<file path="src/rtl/spike_event_encoder.sv">
// Spike address-event encoder: timestamps pre/post spike rising edges and streams
// {channel, lost, timestamp} words as two bytes over a valid/ready byte port.
`timescale 1ns/1ps
module spike_event_encoder #(
  parameter int TS_WIDTH   = 14,
  parameter int FIFO_DEPTH = 4,
  parameter int CNT_WIDTH  = 3
) (
  input  logic                 clk,
  input  logic                 reset,
  input  logic                 ena,
  input  logic [1:0]           spike_in,
  input  logic                 clr_ovf,
  output logic [7:0]           evt_data,
  output logic                 evt_valid,
  input  logic                 evt_ready,
  output logic [CNT_WIDTH-1:0] fifo_count,
  output logic                 overflow
);
  // state | meaning
  // IDLE  | no event held; pops the FIFO as soon as it is non-empty
  // HI    | presenting the upper byte of shreg
  // LO    | presenting the lower byte; on accept pops the next event with no bubble
  typedef enum logic [1:0] {IDLE, HI, LO} ser_state_t;

  localparam int EW = TS_WIDTH + 2;
  localparam int PW = CNT_WIDTH - 1;

  ser_state_t          state, state_nxt;
  logic [TS_WIDTH-1:0] ts_cnt;
  logic [TS_WIDTH-1:0] pend_ts [2];
  logic [1:0]          spike_q, spike_edge, pend_full, lost, push_ch, drop;
  logic [EW-1:0]       fifo_mem [FIFO_DEPTH];
  logic [EW-1:0]       shreg, push_word;
  logic [PW-1:0]       wr_ptr, rd_ptr;
  logic                fifo_empty, fifo_full, push_ok, push, pop;

  assign spike_edge = spike_in & ~spike_q & {2{ena}};
  assign fifo_empty = (fifo_count == '0);
  assign fifo_full  = (fifo_count == CNT_WIDTH'(FIFO_DEPTH));

  always_comb begin
    state_nxt = state;
    pop       = 1'b0;
    evt_valid = 1'b0;
    evt_data  = '0;
    case (state)
      IDLE: begin
        if (!fifo_empty) begin
          pop       = 1'b1;
          state_nxt = HI;
        end
      end
      HI: begin
        evt_valid = 1'b1;
        evt_data  = shreg[EW-1 -: 8];
        if (evt_ready) state_nxt = LO;
      end
      LO: begin
        evt_valid = 1'b1;
        evt_data  = shreg[7:0];
        if (evt_ready) begin
          if (!fifo_empty) begin
            pop       = 1'b1;
            state_nxt = HI;
          end else begin
            state_nxt = IDLE;
          end
        end
      end
      default: state_nxt = IDLE;
    endcase
  end

  // A pop in the same cycle frees a slot, so a full FIFO can still accept a push.
  assign push_ok    = !fifo_full || pop;
  assign push_ch[0] = push_ok & pend_full[0];
  assign push_ch[1] = push_ok & pend_full[1] & ~pend_full[0];
  assign push       = |push_ch;
  assign drop       = spike_edge & pend_full & ~push_ch;
  assign push_word  = push_ch[0] ? {1'b0, lost[0], pend_ts[0]} : {1'b1, lost[1], pend_ts[1]};

  always_ff @(posedge clk or posedge reset) begin
    if (reset) begin
      ts_cnt     <= '0;
      spike_q    <= '0;
      pend_full  <= '0;
      lost       <= '0;
      pend_ts[0] <= '0;
      pend_ts[1] <= '0;
      overflow   <= 1'b0;
    end else begin
      spike_q <= spike_in;
      if (ena) ts_cnt <= ts_cnt + 1'b1;
      for (int c = 0; c < 2; c++) begin
        if (drop[c])         lost[c] <= 1'b1;
        else if (push_ch[c]) lost[c] <= 1'b0;
        if (spike_edge[c] && !drop[c]) begin
          pend_full[c] <= 1'b1;
          pend_ts[c]   <= ts_cnt;
        end else if (push_ch[c]) begin
          pend_full[c] <= 1'b0;
        end
      end
      if (|drop)        overflow <= 1'b1;
      else if (clr_ovf) overflow <= 1'b0;
    end
  end

  always_ff @(posedge clk or posedge reset) begin
    if (reset) begin
      state      <= IDLE;
      wr_ptr     <= '0;
      rd_ptr     <= '0;
      fifo_count <= '0;
      shreg      <= '0;
    end else begin
      state <= state_nxt;
      if (push) wr_ptr <= wr_ptr + 1'b1;
      if (pop) begin
        rd_ptr <= rd_ptr + 1'b1;
        shreg  <= fifo_mem[rd_ptr];
      end
      if (push && !pop)      fifo_count <= fifo_count + 1'b1;
      else if (pop && !push) fifo_count <= fifo_count - 1'b1;
    end
  end

  always_ff @(posedge clk) begin
    if (push) fifo_mem[wr_ptr] <= push_word;
  end

endmodule

</file>
<file path="config.mk">
export PLATFORM = sky130hd
export DESIGN_NAME = spike_event_encoder
export DESIGN_NICKNAME = d
export VERILOG_FILES = /design/src/rtl/spike_event_encoder.sv
export SDC_FILE = /design/constraint.sdc
export NUM_CORES = 1
export LEC_CHECK = 0
export BUFFER_PORTS_ARGS = -buffer_cell sky130_fd_sc_hd__buf_2
export CAP_MARGIN = 30
export CELL_PAD_IN_SITES_DETAIL_PLACEMENT = 0
export CELL_PAD_IN_SITES_GLOBAL_PLACEMENT = 1
export CORE_MARGIN = 5
export CORE_UTILIZATION = 30
export DETAILED_ROUTE_END_ITERATION = 8
export GPL_TIMING_DRIVEN = 0
export PLACE_DENSITY = 0.55
export SYNTH_ARGS = -nofsm -noshare
export SYNTH_HDL_FRONTEND = slang
export SYNTH_SLANG_ARGS = --single-unit
export TNS_END_PERCENT = 100
</file>
<file path="constraint.sdc">
create_clock -name clk -period 3.36 [get_ports clk]
set_clock_uncertainty 0.05 [all_clocks]
set_input_delay 0.672 -clock clk [delete_from_list [all_inputs] [get_ports clk]]
set_output_delay 0.672 -clock clk [all_outputs]
set_load 0.1 [all_outputs]
</file>
Yosys cells after proc, flatten, opt, wreduce, memory -nomap -nowiden
Memory sizes are Yosys's and may differ from the RTL's. A register that Yosys moved wholly into a read port is not among the register bits.
Index checks and enable logic that the tools add are counted.
{"block": "word_totals", "register_bits": 58, "out_inout_bits": 13, "input_bits": 7, "elab_cells": 80, "n_memories": 1, "ramBits": 64}
{"block": "classes", "mux": 23, "eq_ne": 6, "n_bitwise": 10, "n_reduce_logical": 22, "addsub": 5}
{"memory": "fifo_mem", "words": 4, "width": 16, "rd": 1, "rd_clocked_by_memory_dff": 1, "wr": 1, "line": "33", "source": "logic [EW-1:0] fifo_mem [FIFO_DEPTH];"}
{"op": "2-to-1 mux 16 bit", "count": 1}
{"op": "one-hot mux 8 bit (2 select lines)", "count": 1}
{"op": "adder 14 x 1 -> 14 bit (second input constant)", "count": 1}
{"op": "2-to-1 mux 1 bit", "count": 14}
{"op": "nonzero test 2 bit", "count": 6}
{"op": "AND 2 bit", "count": 4}
{"op": "2-to-1 mux 2 bit", "count": 3}
{"op": "2-to-1 mux 3 bit", "count": 2}
{"op": "inequality test 2 bit (second input constant)", "count": 3}
{"op": "one-hot mux 2 bit (3 select lines)", "count": 1}
{"op": "OR reduction 2 bit", "count": 3}
{"op": "logical NOT 1 bit", "count": 5}
{"op": "adder 2 x 1 -> 2 bit (second input constant)", "count": 2}
{"op": "logical AND 1 bit", "count": 4}
{"op": "NOT 2 bit", "count": 2}
{"op": "adder 3 x 1 -> 3 bit (second input constant)", "count": 1}
{"op": "AND 1 bit", "count": 3}
{"op": "equality test 3 bit (second input constant)", "count": 1}
{"op": "logical NOT 3 bit", "count": 1}
{"op": "AND reduction 3 bit", "count": 1}
{"op": "subtractor 3 x 1 -> 3 bit (second input constant)", "count": 1}
{"op": "equality test 2 x 1 -> 1 bit (second input constant)", "count": 1}
{"op": "equality test 2 bit (second input constant)", "count": 1}
{"op": "logical NOT 2 bit", "count": 1}
{"op": "other kinds (3)", "count": 3}

Depth between registers and ports, before layout
Gate-level depths: netlist (run 1).
{"block": "logic_depth", "ltp_word": 12, "mapped_depth": 12, "ltp_nobuf": 11}

Worst setup path after synthesis (run 1)
OpenSTA, ideal clock, no wires.
{"block": "synth_path", "path_type": "register -> output", "from": "register state[0]", "to": "output port evt_data[0]", "path_buffers": 0, "stages_incl_launch_ff": 4, "t_required_ns": 2.638, "setup_slack_ns": -0.176, "t_arrival_ns": 2.814, "path_cell_list": "dfrtp_1 -> inv_1 -> ha_1 -> nor2b_1"}
{"block": "synth_between", "elab_chain_len": 2, "elab_cells_between_ends": 3, "cone_classes": "2 x eq/ne; 1 x mux"}
{"element": "start: declaration", "line": "29", "source": "ser_state_t state, state_nxt;"}
{"element": "start signal: assignment", "line": "118", "source": "state <= state_nxt;"}
{"element": "equality test 2 bit or equality test 2 x 1 -> 1 bit (tied branches)", "line": "47", "source": "case (state)"}
{"element": "one-hot mux 8 bit (2 select lines) (*)", "line": "47"}
{"element": "end: declaration", "line": "14", "source": "output logic [7:0] evt_data,"}
Mark *: on every way between the ends. The rest lies on a longest branch, timed or not.

Final worst setup path (run 1)
{"block": "layout_path", "from": "register state[0]", "to": "output port evt_data[6]"}
Same word-level chain as after synthesis.

==> flow_summary.yaml, run 1 <==
setup_path:
  critical_path_arrival_ns: 2.23
  element_type_at_the_critical_path_start: "flop"
  setup.worst_path.start: "state[0]"
  setup.worst_path.end_class: "output port"
  critPathSlowestCell: "dfrtp_1"
  worst-endpoint-required_ns: 2.64
  cp_max_fo: 10
  max_stage_delay_ns: 0.42
  r2r_start: "state[0]"
  crit_type: "reg -> out"
  critical_path.cell_chain: "inv_1 > ha_1 > clkbuf_1 > a22oi_1 > nor2b_2 > buf_2"
die:
  floorplan_die_height_um: 149
  placeableCoreArea_um2: 18800
  die_width_um: 149
  pin_count: 20
  fp-row-count: 50
  start_util_pct: 30.6
  dieArea_um2: 22100
final_layout:
  layout_commonest_cell: "dfrtp_1"
  layout.cells.most_common_list: "dfrtp_1 (74), edfxtp_1 (64), mux2_2 (55)"
  fillerInstances: 1781
  n_antenna_cell: 0
  post_route_cells_drive_above_1_share_pct: 38.7
  area_growth_syn_to_layout_pct: 18.2
  nNetsFinal: 401
route:
  total_via_count_in_the_routed_design: 2817
  via_per_inst: 4.30
  drc: 0
  wire_per_inst_um: 15.2
  drt-total-wl_mm: 9.98
  detail_route.iter0.violations: 89
  drtAntennaViolNets: 0
  drt-pass1-iter-count: 5
global_route:
  number_of_antenna_violations_at_the_first_check_in_global_routing: 0
  first_pass_grt_wire_length_mm: 16.6
  first_global_vias: 3011
  grt_start_max_net_pins: 43
  grtUsageTotal_pct: 10.0
  global_route.overflow_total: 0
synth:
  post_syn_instances: 344
  post_synthesis_share_of_cell_area_spent_on_full_adders_half_adders_and_majority_gates_pct: 2.74
  synth-edff-count: 64
  synth_top_family_by_area: "multiplexers"
  synth_async_sr_flop_share_pct: 53.6
  synthMuxAreaShare_pct: 19.1
  netlist-cell-type-count: 36
  count_of_yosys_warnings_during_synthesis: 0
  synth.ff_latch_count: 138
  avg_inst_size_synth_um2: 16.7
  synth_xor_area_share_pct: 2.89
  synth_compound_area_share_pct: 2.69
  proportion_of_synthesized_chip_area_in_sequential_cells_pct: 65.5
  postSynth.topFlopCell: "dfrtp_1"
  synth_area_in_simple_gates_pct: 4.73
  synthesis.nets: 363
  mappedNetlistArea_um2: 5760
place:
  hpwl_mm: 6.84
  gp_routability_congestion: 0.723
  port_buffers: 18
  preCtsSetupSlack_ns: 0.508
clock_tree:
  clock-root-buffer: "clkbuf_16"
  cts.reportedPaths.clkPinSlew_ns: 0.05
  cts-htree-levels: 4
  cts_setup_buffers: 0
  clock_latency_ns: 0.41
  tritoncts_num_sinks: 138
  postCtsHoldBufs: 0
  clockBufferDepth: 2
  cts_made_buffers: 17
  cts-resized-gates: 0
  cts_tree: "done"
power_and_ir_drop:
  irDropWorstVdd_mv: 0.283
  cellLeakagePower_nw: 2.71
  power_density_nw_per_um2: 950
timing:
  final.period_utilization_pct: 87.8
  grt_setup_unrepaired: "false"
  timing.slew.headroom_pct: 39.9
  report.final.slew_viol_count: 0
  finalSetupViolations: 0
  worst_hold_slack_ns: 0.220
  fin_ws_ns: 0.409
  setup_tns_ns: 0
  period_minus_slack_ns: 2.95
  tightestPinTransition_ns: 0.901
  final_hold_viol_count: 0
  timing.fmax_ghz: 0.339
job:
  max-cap-violations: 0
worst_hold_path:
  min_path_type: "in -> async"
outcome:
  status: "finished, final reports clean"
-- per-layer routing --
layer	vias up	part of all wire (%)	global-route usage, %
met5	-	0	0
met4	0	1.9	4.76
met3	17	3.2	3.35
met2	36	48	15.3
met1	1426	47	12.9
li1	1338	-	-
-- synthesized netlist by cell type (all sizes together), types with 2 or more instances --
| library cell | instances | area share [%] |
|---|---|---|
| inv | 11 | 0.72 |
| nand2 | 9 | 0.59 |
| nor2 | 15 | 1.0 |
| a22oi | 8 | 1.0 |
| mux4 | 16 | 6.3 |
| clkbuf | 2 | 0.13 |
| buf | 11 | 1.5 |
| nand3b | 2 | 0.26 |
| a21oi | 7 | 1.1 |
| nor2b | 9 | 0.98 |
| xor2 | 8 | 1.2 |
| edfxtp | 64 | 33 |
| ha | 11 | 2.4 |
| o21ai | 3 | 0.26 |
| dfrtp | 74 | 32 |
| nand4 | 4 | 0.43 |
| and2 | 4 | 0.43 |
| mux2 | 63 | 13 |
| nor3 | 2 | 0.17 |
| nand3 | 3 | 0.26 |
| xnor2 | 11 | 1.7 |
-- flip-flops by register name (all words and copies together), names as in the netlist --
register    flops
spike_q         2
pend_ts        28
fifo_mem       64
pend_full       2
fifo_count      3
lost            2
ts_cnt         14
rd_ptr          2
overflow        1
wr_ptr          2
shreg          16
state           2
-- cell families after synthesis --
group / Yosys count
flops: 138
mux: 79
simple gates: 52
buf+inv: 24
compound gates: 20
xor+xnor: 19
fa+ha+maj: 12
-- per-stage QoR --
step | instance area, um2 | utilization (%) | std cells | power, W
2_1_floorplan | 5780 | - | 344 | 0.00425
3_3_place_gp | 6200 | 32.9 | 622 | 0.00466
3_5_place_dp | 6220 | 33.0 | 623 | 0.00472
4_1_cts | 6810 | 36.2 | 655 | 0.00658
5_1_grt | 6810 | 36.2 | 655 | 0.00685
6_report | 6810 | 36.2 | 655 | 0.00647
-- final timing paths --
kind,slack (ns),to,depth (start not counted)
max,0.41,evt_data[6],6
min,0.22,spike_q[1],2
max reg2reg,0.56,fifo_count[1],10
min reg2reg,0.44,lost[0],1
max in group asynchronous,2.47,pend_ts[27],3
min in group clk,0.33,spike_q[1],1
-- area by class of cell --
type                    instances  area [um2]  area share [%]
clock inverters                10         118            1.73
multi-input cells             182        1870            27.5
inverters                      11        43.8           0.643
clock buffers                  22         474            6.96
well taps                     260         325            4.78
repair buffers                 19         110            1.62
plain buffers                  13        95.1            1.40
flip-flops and latches        138        3770            55.4
-- power by group --
part / internal [W] / leakage (nW) / total [W] / switching [W]
sequential: 0.00224 / 1.52 / 0.00248 / 0.000246
clock: 0.00115 / 0.278 / 0.00183 / 0.000681
combinational: 0.000845 / 0.912 / 0.00216 / 0.00131
-- critical path, delay by kind of cell, from the launching register on --
family / cells / cell delay, ns
DFF: 1 / 0.42
and+or+nand+nor: 1 / 0.12
buffers and inverters: 3 / 0.90
adders and majority gates: 1 / 0.20
AOI/OAI and AO/OA: 1 / 0.18
(Power assumes the default switching activity.)
==> run 2: changes to the inputs <==
--- a/config.mk
+++ b/config.mk
@@ -5,15 +5,16 @@
 export SDC_FILE = /design/constraint.sdc
 export NUM_CORES = 1
 export LEC_CHECK = 0
+export ABC_AREA = 1
 export BUFFER_PORTS_ARGS = -buffer_cell sky130_fd_sc_hd__buf_2
 export CAP_MARGIN = 30
 export CELL_PAD_IN_SITES_DETAIL_PLACEMENT = 0
 export CELL_PAD_IN_SITES_GLOBAL_PLACEMENT = 1
 export CORE_MARGIN = 5
-export CORE_UTILIZATION = 30
+export CORE_UTILIZATION = 49
 export DETAILED_ROUTE_END_ITERATION = 8
 export GPL_TIMING_DRIVEN = 0
-export PLACE_DENSITY = 0.55
+export PLACE_DENSITY = 0.84
 export SYNTH_ARGS = -nofsm -noshare
 export SYNTH_HDL_FRONTEND = slang
 export SYNTH_SLANG_ARGS = --single-unit
==> run 2 against run 1 <==
  * Critical path depth is the same
  * Highest routed layer unchanged
  * Critical endpoint is now evt_data[7]
  * Worst hold slack gained 0.069 ns
  * Global-route usage grew 7.7 points
  * Critical path type unchanged
  * Power grew 7.6%
  * Largest cell class unchanged
  * Cell count grew 21%
  * Register-to-register slack gained 0.28 ns
==> flow_summary.yaml, run 2 <==
timing:
  tightestPinTransition_ns: 0.931
  final_hold_viol_count: 0
  timing.slew.headroom_pct: 37.8
  period_minus_slack_ns: 2.83
  grt_setup_unrepaired: "false"
  report.final.slew_viol_count: 0
  final.period_utilization_pct: 84.1
  timing.fmax_ghz: 0.354
  finalSetupViolations: 0
  fin_ws_ns: 0.535
synth:
  count_of_yosys_warnings_during_synthesis: 0
  avg_inst_size_synth_um2: 10.1
  yosys-top-cells-count: "nand2_1 (141), nor2_1 (96), dfrtp_1 (74), edfxtp_1 (64), inv_1 (43)"
  postSynth.topFlopCell: "dfrtp_1"
  post_synthesis_share_of_cell_area_spent_on_full_adders_half_adders_and_majority_gates_pct: 2.63
  synth.ff_latch_count: 138
  synth_async_sr_flop_share_pct: 53.6
  synth_top_area_share_pct: 32.1
  proportion_of_synthesized_chip_area_in_sequential_cells_pct: 63.0
  post_syn_instances: 593
  yosys-top-cells-area: "edfxtp_1 (32%), dfrtp_1 (31%), nand2_1 (8.8%)"
  post-synth-top-area-cell: "edfxtp_1"
  synth_compound_area_share_pct: 7.88
  synthMuxAreaShare_pct: 0.188
  synthesis.nets: 612
  synth_xor_area_share_pct: 1.75
  synth_area_in_simple_gates_pct: 19.3
  synth_top_family_by_area: "simple AND/OR/NAND/NOR gates"
  netlist-cell-type-count: 33
  synth-edff-count: 64
  mappedNetlistArea_um2: 5990
  yosys.cell_count.top_type: "nand2_1"
route:
  drt-pass1-iter-count: 5
  drt-total-wl_mm: 11.9
  drc: 0
  drtAntennaViolNets: 0
  total_via_count_in_the_routed_design: 3985
  wire_per_inst_um: 15.0
  detail_route.iter0.violations: 142
  via_per_inst: 5.03
clock_tree:
  cts-resized-gates: 0
  cts_setup_buffers: 0
  cts_made_buffers: 17
  clock-root-buffer: "clkbuf_16"
  clockBufferDepth: 2
  postCtsHoldBufs: 0
  cts-htree-levels: 4
  cts.reportedPaths.clkPinSlew_ns: 0.06
  tritoncts_num_sinks: 138
  cts_tree: "done"
  clock_latency_ns: 0.41
final_layout:
  fillerInstances: 1014
  post_route_cells_drive_above_1_share_pct: 15.3
  layoutNonFillerInstCount: 793
  post_layout_util_pct: 57.5
  layout.cells.most_common_list: "nand2_1 (141), nor2_1 (94), dfrtp_1 (74)"
  top_register: "fifo_mem"
  post-route-cell-area_um2: 6910
  reg.largest.list: "fifo_mem (64), pend_ts (28), shreg (16)"
  layout_commonest_cell: "nand2_1"
  n_antenna_cell: 0
  area_growth_syn_to_layout_pct: 15.4
  nNetsFinal: 652
  max_ffs_per_register: 64
setup_path:
  element_type_at_the_critical_path_start: "flop"
  critical_path.cell_chain: "inv_1 > ha_1 > clkbuf_1 > nand2_1 > a21oi_1 > buf_2"
  crit_type: "reg -> out"
  worst-r2r-cell-count: 10
  worst-endpoint-required_ns: 2.64
  setup.worst_path.end_class: "output port"
  critPathSlowestCell: "buf_2"
  critical_path_arrival_ns: 2.10
  cp_max_fo: 10
  max_stage_delay_ns: 0.44
place:
  placement.cell_area_um2: 6320
  preCtsSetupSlack_ns: 0.747
  port_buffers: 18
  hpwl_mm: 8.37
  placed_cells_incl_taps: 761
  gp_routability_congestion: 0.811
power_and_ir_drop:
  cellLeakagePower_nw: 3.05
  power_density_nw_per_um2: 1010
  irDropWorstVdd_mv: 0.421
  post_layout_power_w: 0.00697
global_route:
  number_of_antenna_violations_at_the_first_check_in_global_routing: 0
  global_route.overflow_total: 0
  grt_start_max_net_pins: 75
  grtUsageTotal_pct: 17.7
  first_pass_grt_wire_length_mm: 19.8
  first_global_vias: 3923
die:
  fp-row-count: 40
  floorplan_die_height_um: 121
  placeableCoreArea_um2: 12000
  pin_count: 20
  dieArea_um2: 14500
  start_util_pct: 49.9
  die_width_um: 121
outcome:
  status: "finished, final reports clean"
worst_hold_path:
  min_path_type: "in -> async"
job:
  max-cap-violations: 0
==> run 2: area by class of cell <==
cell class / count / area, um2 / share of cell area [%]
inverter: 46 / 175 / 2.54
clock inverter: 11 / 116 / 1.68
buffer: 24 / 141 / 2.05
clock buffer: 21 / 472 / 6.83
sequential: 138 / 3770 / 54.6
multi-input combinational: 385 / 1910 / 27.6
timing repair buffer: 21 / 140 / 2.03
tap: 147 / 184 / 2.66
==> run 2: kinds of logic (layout without fill, tap and decap cells) <==
kind of cell / after synthesis / in the layout
AO/OA/AOI/OAI: 82 / 82
flip-flops: 138 / 138
multiplexers: 1 / 1
buffers and inverters: 70 / 123
AND/OR/NAND/NOR: 278 / 278
XOR/XNOR: 12 / 12
adder cells (fa/ha/maj): 12 / 12
==> run 2: final timing paths <==
path | to | start | slack [ns]
max | evt_data[7] | state[0] | 0.53
min | spike_q[1] | reset | 0.29
max reg2reg | fifo_count[1] | state[0] | 0.84
min reg2reg | pend_ts[3] | pend_ts[3] | 0.42
max in group asynchronous | rd_ptr[1] | reset | 2.69
min in group clk | spike_q[0] | spike_in[0] | 0.33
==> run 2: critical path, delay by kind of cell, from the launching register on <==
kind,cells,cell delay [ns]
AOI/OAI and AO/OA,1,0.13
adders and majority gates,1,0.17
buffers and inverters,3,0.87
DFF,1,0.41
and+or+nand+nor,1,0.10
==> run 2: layer usage <==
metal	routed length (um)	global-route usage [%]
met5	0	0
met4	102	7.08
met2	6010	29.5
met3	505	4.21
met1	5250	22.3
==> run 2: metrics by stage <==
| stage | hold WS (ns) | setup TNS [ns] |
|---|---|---|
| finish | 0.289 | 0 |
| CTS | 0.293 | 0 |
| global placement | 0.406 | -6.67 |
| floorplan | 0.392 | -3.71 |
| global route | 0.309 | 0 |
| detailed placement | 0.409 | 0 |
==> run 2: where the power goes <==
| part | switching, W | internal [W] |
|---|---|---|
| logic | 0.00184 | 0.000693 |
| clock network | 0.000682 | 0.00115 |
| registers | 0.000296 | 0.00230 |
==> run 3: changes to the inputs <==
--- a/config.mk
+++ b/config.mk
@@ -11,10 +11,10 @@
 export CELL_PAD_IN_SITES_DETAIL_PLACEMENT = 0
 export CELL_PAD_IN_SITES_GLOBAL_PLACEMENT = 1
 export CORE_MARGIN = 5
-export CORE_UTILIZATION = 49
+export CORE_UTILIZATION = 44
 export DETAILED_ROUTE_END_ITERATION = 8
 export GPL_TIMING_DRIVEN = 0
-export PLACE_DENSITY = 0.84
+export PLACE_DENSITY = 0.8
 export SYNTH_ARGS = -nofsm -noshare
 export SYNTH_HDL_FRONTEND = slang
 export SYNTH_SLANG_ARGS = --single-unit
==> constraint.sdc (replaced) <==
create_clock -name clk -period 2.39 [get_ports clk]
set_clock_uncertainty 0.05 [all_clocks]
set_input_delay 0.478 -clock clk [delete_from_list [all_inputs] [get_ports clk]]
set_output_delay 0.478 -clock clk [all_outputs]
set_load 0.1 [all_outputs]
==> run 3 against run 2 <==
  * Cell count grew 4.2%
  * Clock power grew 36%
  * Die area grew 10%
  * First-iteration DRC count grew 47%
  * Final area grew 4.3%
  * Register-to-register slack lost 0.71 ns
  * Routed wire length grew 4.9%
  * Critical path type unchanged
  * Critical endpoint is now evt_data[2]
==> flow_summary.yaml, run 3 (synthesis gave the netlist of run 2 again) <==
outcome:
  status: "finished, final reports clean"
route:
  drc: 0
  detailroute.wirelength.met2_mm: 6.02
  met3_length_um: 549
  drt-pass1-iter-count: 4
  wire_per_inst_um: 15.1
  detail_route.iter0.violations: 209
  met1Wirelength_mm: 5.58
  drtAntennaViolNets: 0
  drt-total-wl_mm: 12.4
  via_per_inst: 4.96
  top_layer: "met4"
  total_via_count_in_the_routed_design: 4095
setup_path:
  critical_path_arrival_ns: 1.78
  setup.worst_path.end_class: "output port"
  r2r_start: "state[0]"
  setup.worst_path.start: "state[0]"
  element_type_at_the_critical_path_start: "flop"
  crit_type: "reg -> out"
  cp_max_fo: 10
  worst-endpoint-required_ns: 1.86
global_route:
  number_of_antenna_violations_at_the_first_check_in_global_routing: 0
  grtUsageTotal_pct: 16.9
  global_route.overflow_total: 0
  grt_start_max_net_pins: 41
  first_pass_grt_wire_length_mm: 21.5
  first_global_vias: 4293
timing:
  final_hold_viol_count: 0
  tightestPinTransition_ns: 0.781
  timing.fmax_ghz: 0.434
  worst_hold_slack_ns: 0.140
  report.final.slew_viol_count: 0
  setup_tns_ns: 0
  period_minus_slack_ns: 2.30
  timing.slew.headroom_pct: 47.8
  final.period_utilization_pct: 96.4
  finalSetupViolations: 0
final_layout:
  area_growth_syn_to_layout_pct: 20.3
  nNetsFinal: 656
  layout.cells.most_common_list: "nand2_1 (141), nor2_1 (92), dfrtp_1 (71)"
  layout_commonest_cell: "nand2_1"
  top_register: "fifo_mem"
  max_ffs_per_register: 64
  fillerInstances: 1133
  n_antenna_cell: 0
  reg.largest.list: "fifo_mem (64), pend_ts (28), shreg (16)"
  layoutNonFillerInstCount: 826
  post_route_cells_drive_above_1_share_pct: 18.8
clock_tree:
  cts-htree-levels: 4
  cts_made_buffers: 17
  clock-root-buffer: "clkbuf_16"
  cts.reportedPaths.clkPinSlew_ns: 0.05
  clock_latency_ns: 0.41
  postCtsHoldBufs: 0
  clockBufferDepth: 2
  cts_tree: "done"
  tritoncts_num_sinks: 138
place:
  placed_cells_incl_taps: 789
  hpwl_mm: 8.73
  port_buffers: 18
  gp_routability_congestion: 0.803
job:
  max-cap-violations: 0
die:
  fp-row-count: 42
  start_util_pct: 45.0
  placeableCoreArea_um2: 13300
  die_width_um: 127
  pin_count: 20
  floorplan_die_height_um: 127
  dieArea_um2: 16000
power_and_ir_drop:
  post_layout_power_w: 0.0103
  irDropWorstVdd_mv: 0.588
  cellLeakagePower_nw: 3.07
  power_density_nw_per_um2: 1440
worst_hold_path:
  min_path_type: "in -> reg"
  hold_path.startpoint: "spike_in[0]"
[run 3: cell count changes in the layout (fill, tap and decap cells not counted), moves of 4 or more]
cell and delta:
buf_4 +4, inv_4 -4, inv_1 -5, a21oi_4 +8, buf_2 -8, buf_8 +7, inv_2 +4, a21oi_1 -8
buf_12 +5
[run 3: routing by layer]
layer	track usage (%)	vias up
li1	-	2025
met1	21.4	1951
met2	28.1	92
met3	3.83	27
met4	7.32	0
met5	0	-
[run 3: worst max-delay path, stage by stage (launching register included)]
cell and delay [ns]:
dfrtp_1 0.41, inv_2 0.10, ha_1 0.18, clkbuf_4 0.21
nand2_1 0.10, a21oi_4 0.16, buf_8 0.21
[run 3: final timing paths]
check                           depth (start not counted)  slack [ns]       endpoint
min in group asynchronous                               2        0.15     spike_q[1]
worst min register to register                          2        0.42     pend_ts[0]
max in group asynchronous                               3        1.49       shreg[7]
worst max-delay path                                    6        0.09    evt_data[2]
worst max register to register                         10        0.13  fifo_count[1]
worst min-delay path                                    1        0.14     spike_q[0]
[run 3: final cells by class]
cell class	count	area (um2)	share of cell area, %
Buffer	23	141	1.96
Inverter	46	180	2.50
Sequential cell	138	3780	52.4
Timing Repair Buffer	26	285	3.96
Clock inverter	10	100	1.39
Multi-Input combinational cell	385	2040	28.3
Tap cell	176	220	3.06
Clock buffer	22	464	6.44
[run 3: repair_timing]
| item | CTS | global route |
|---|---|---|
| setup endpoints to repair | 9 | 58 |
| endpoints found under the hold margin | 0 | 0 |
| resized for setup | 22 | 14 |
| pin swaps | 0 | 1 |
| buffers inserted | 5 | 1 |
[run 3: report_power, final]
group	switching, W	leakage (nW)	internal (W)
clock	0.000915	0.279	0.00157
combinational	0.00285	1.33	0.00134
sequential	0.000423	1.46	0.00324
[run 3: stage by stage]
stage	util, %	worst slack (ns)	area (um2)
2_1_floorplan	-	-0.0759	6100
3_3_place_gp	48.2	-0.339	6410
3_5_place_dp	48.6	-0.117	6460
4_1_cts	53.8	0.0114	7160
5_1_grt	54.2	-0.0145	7210
6_report	54.2	0.0868	7210
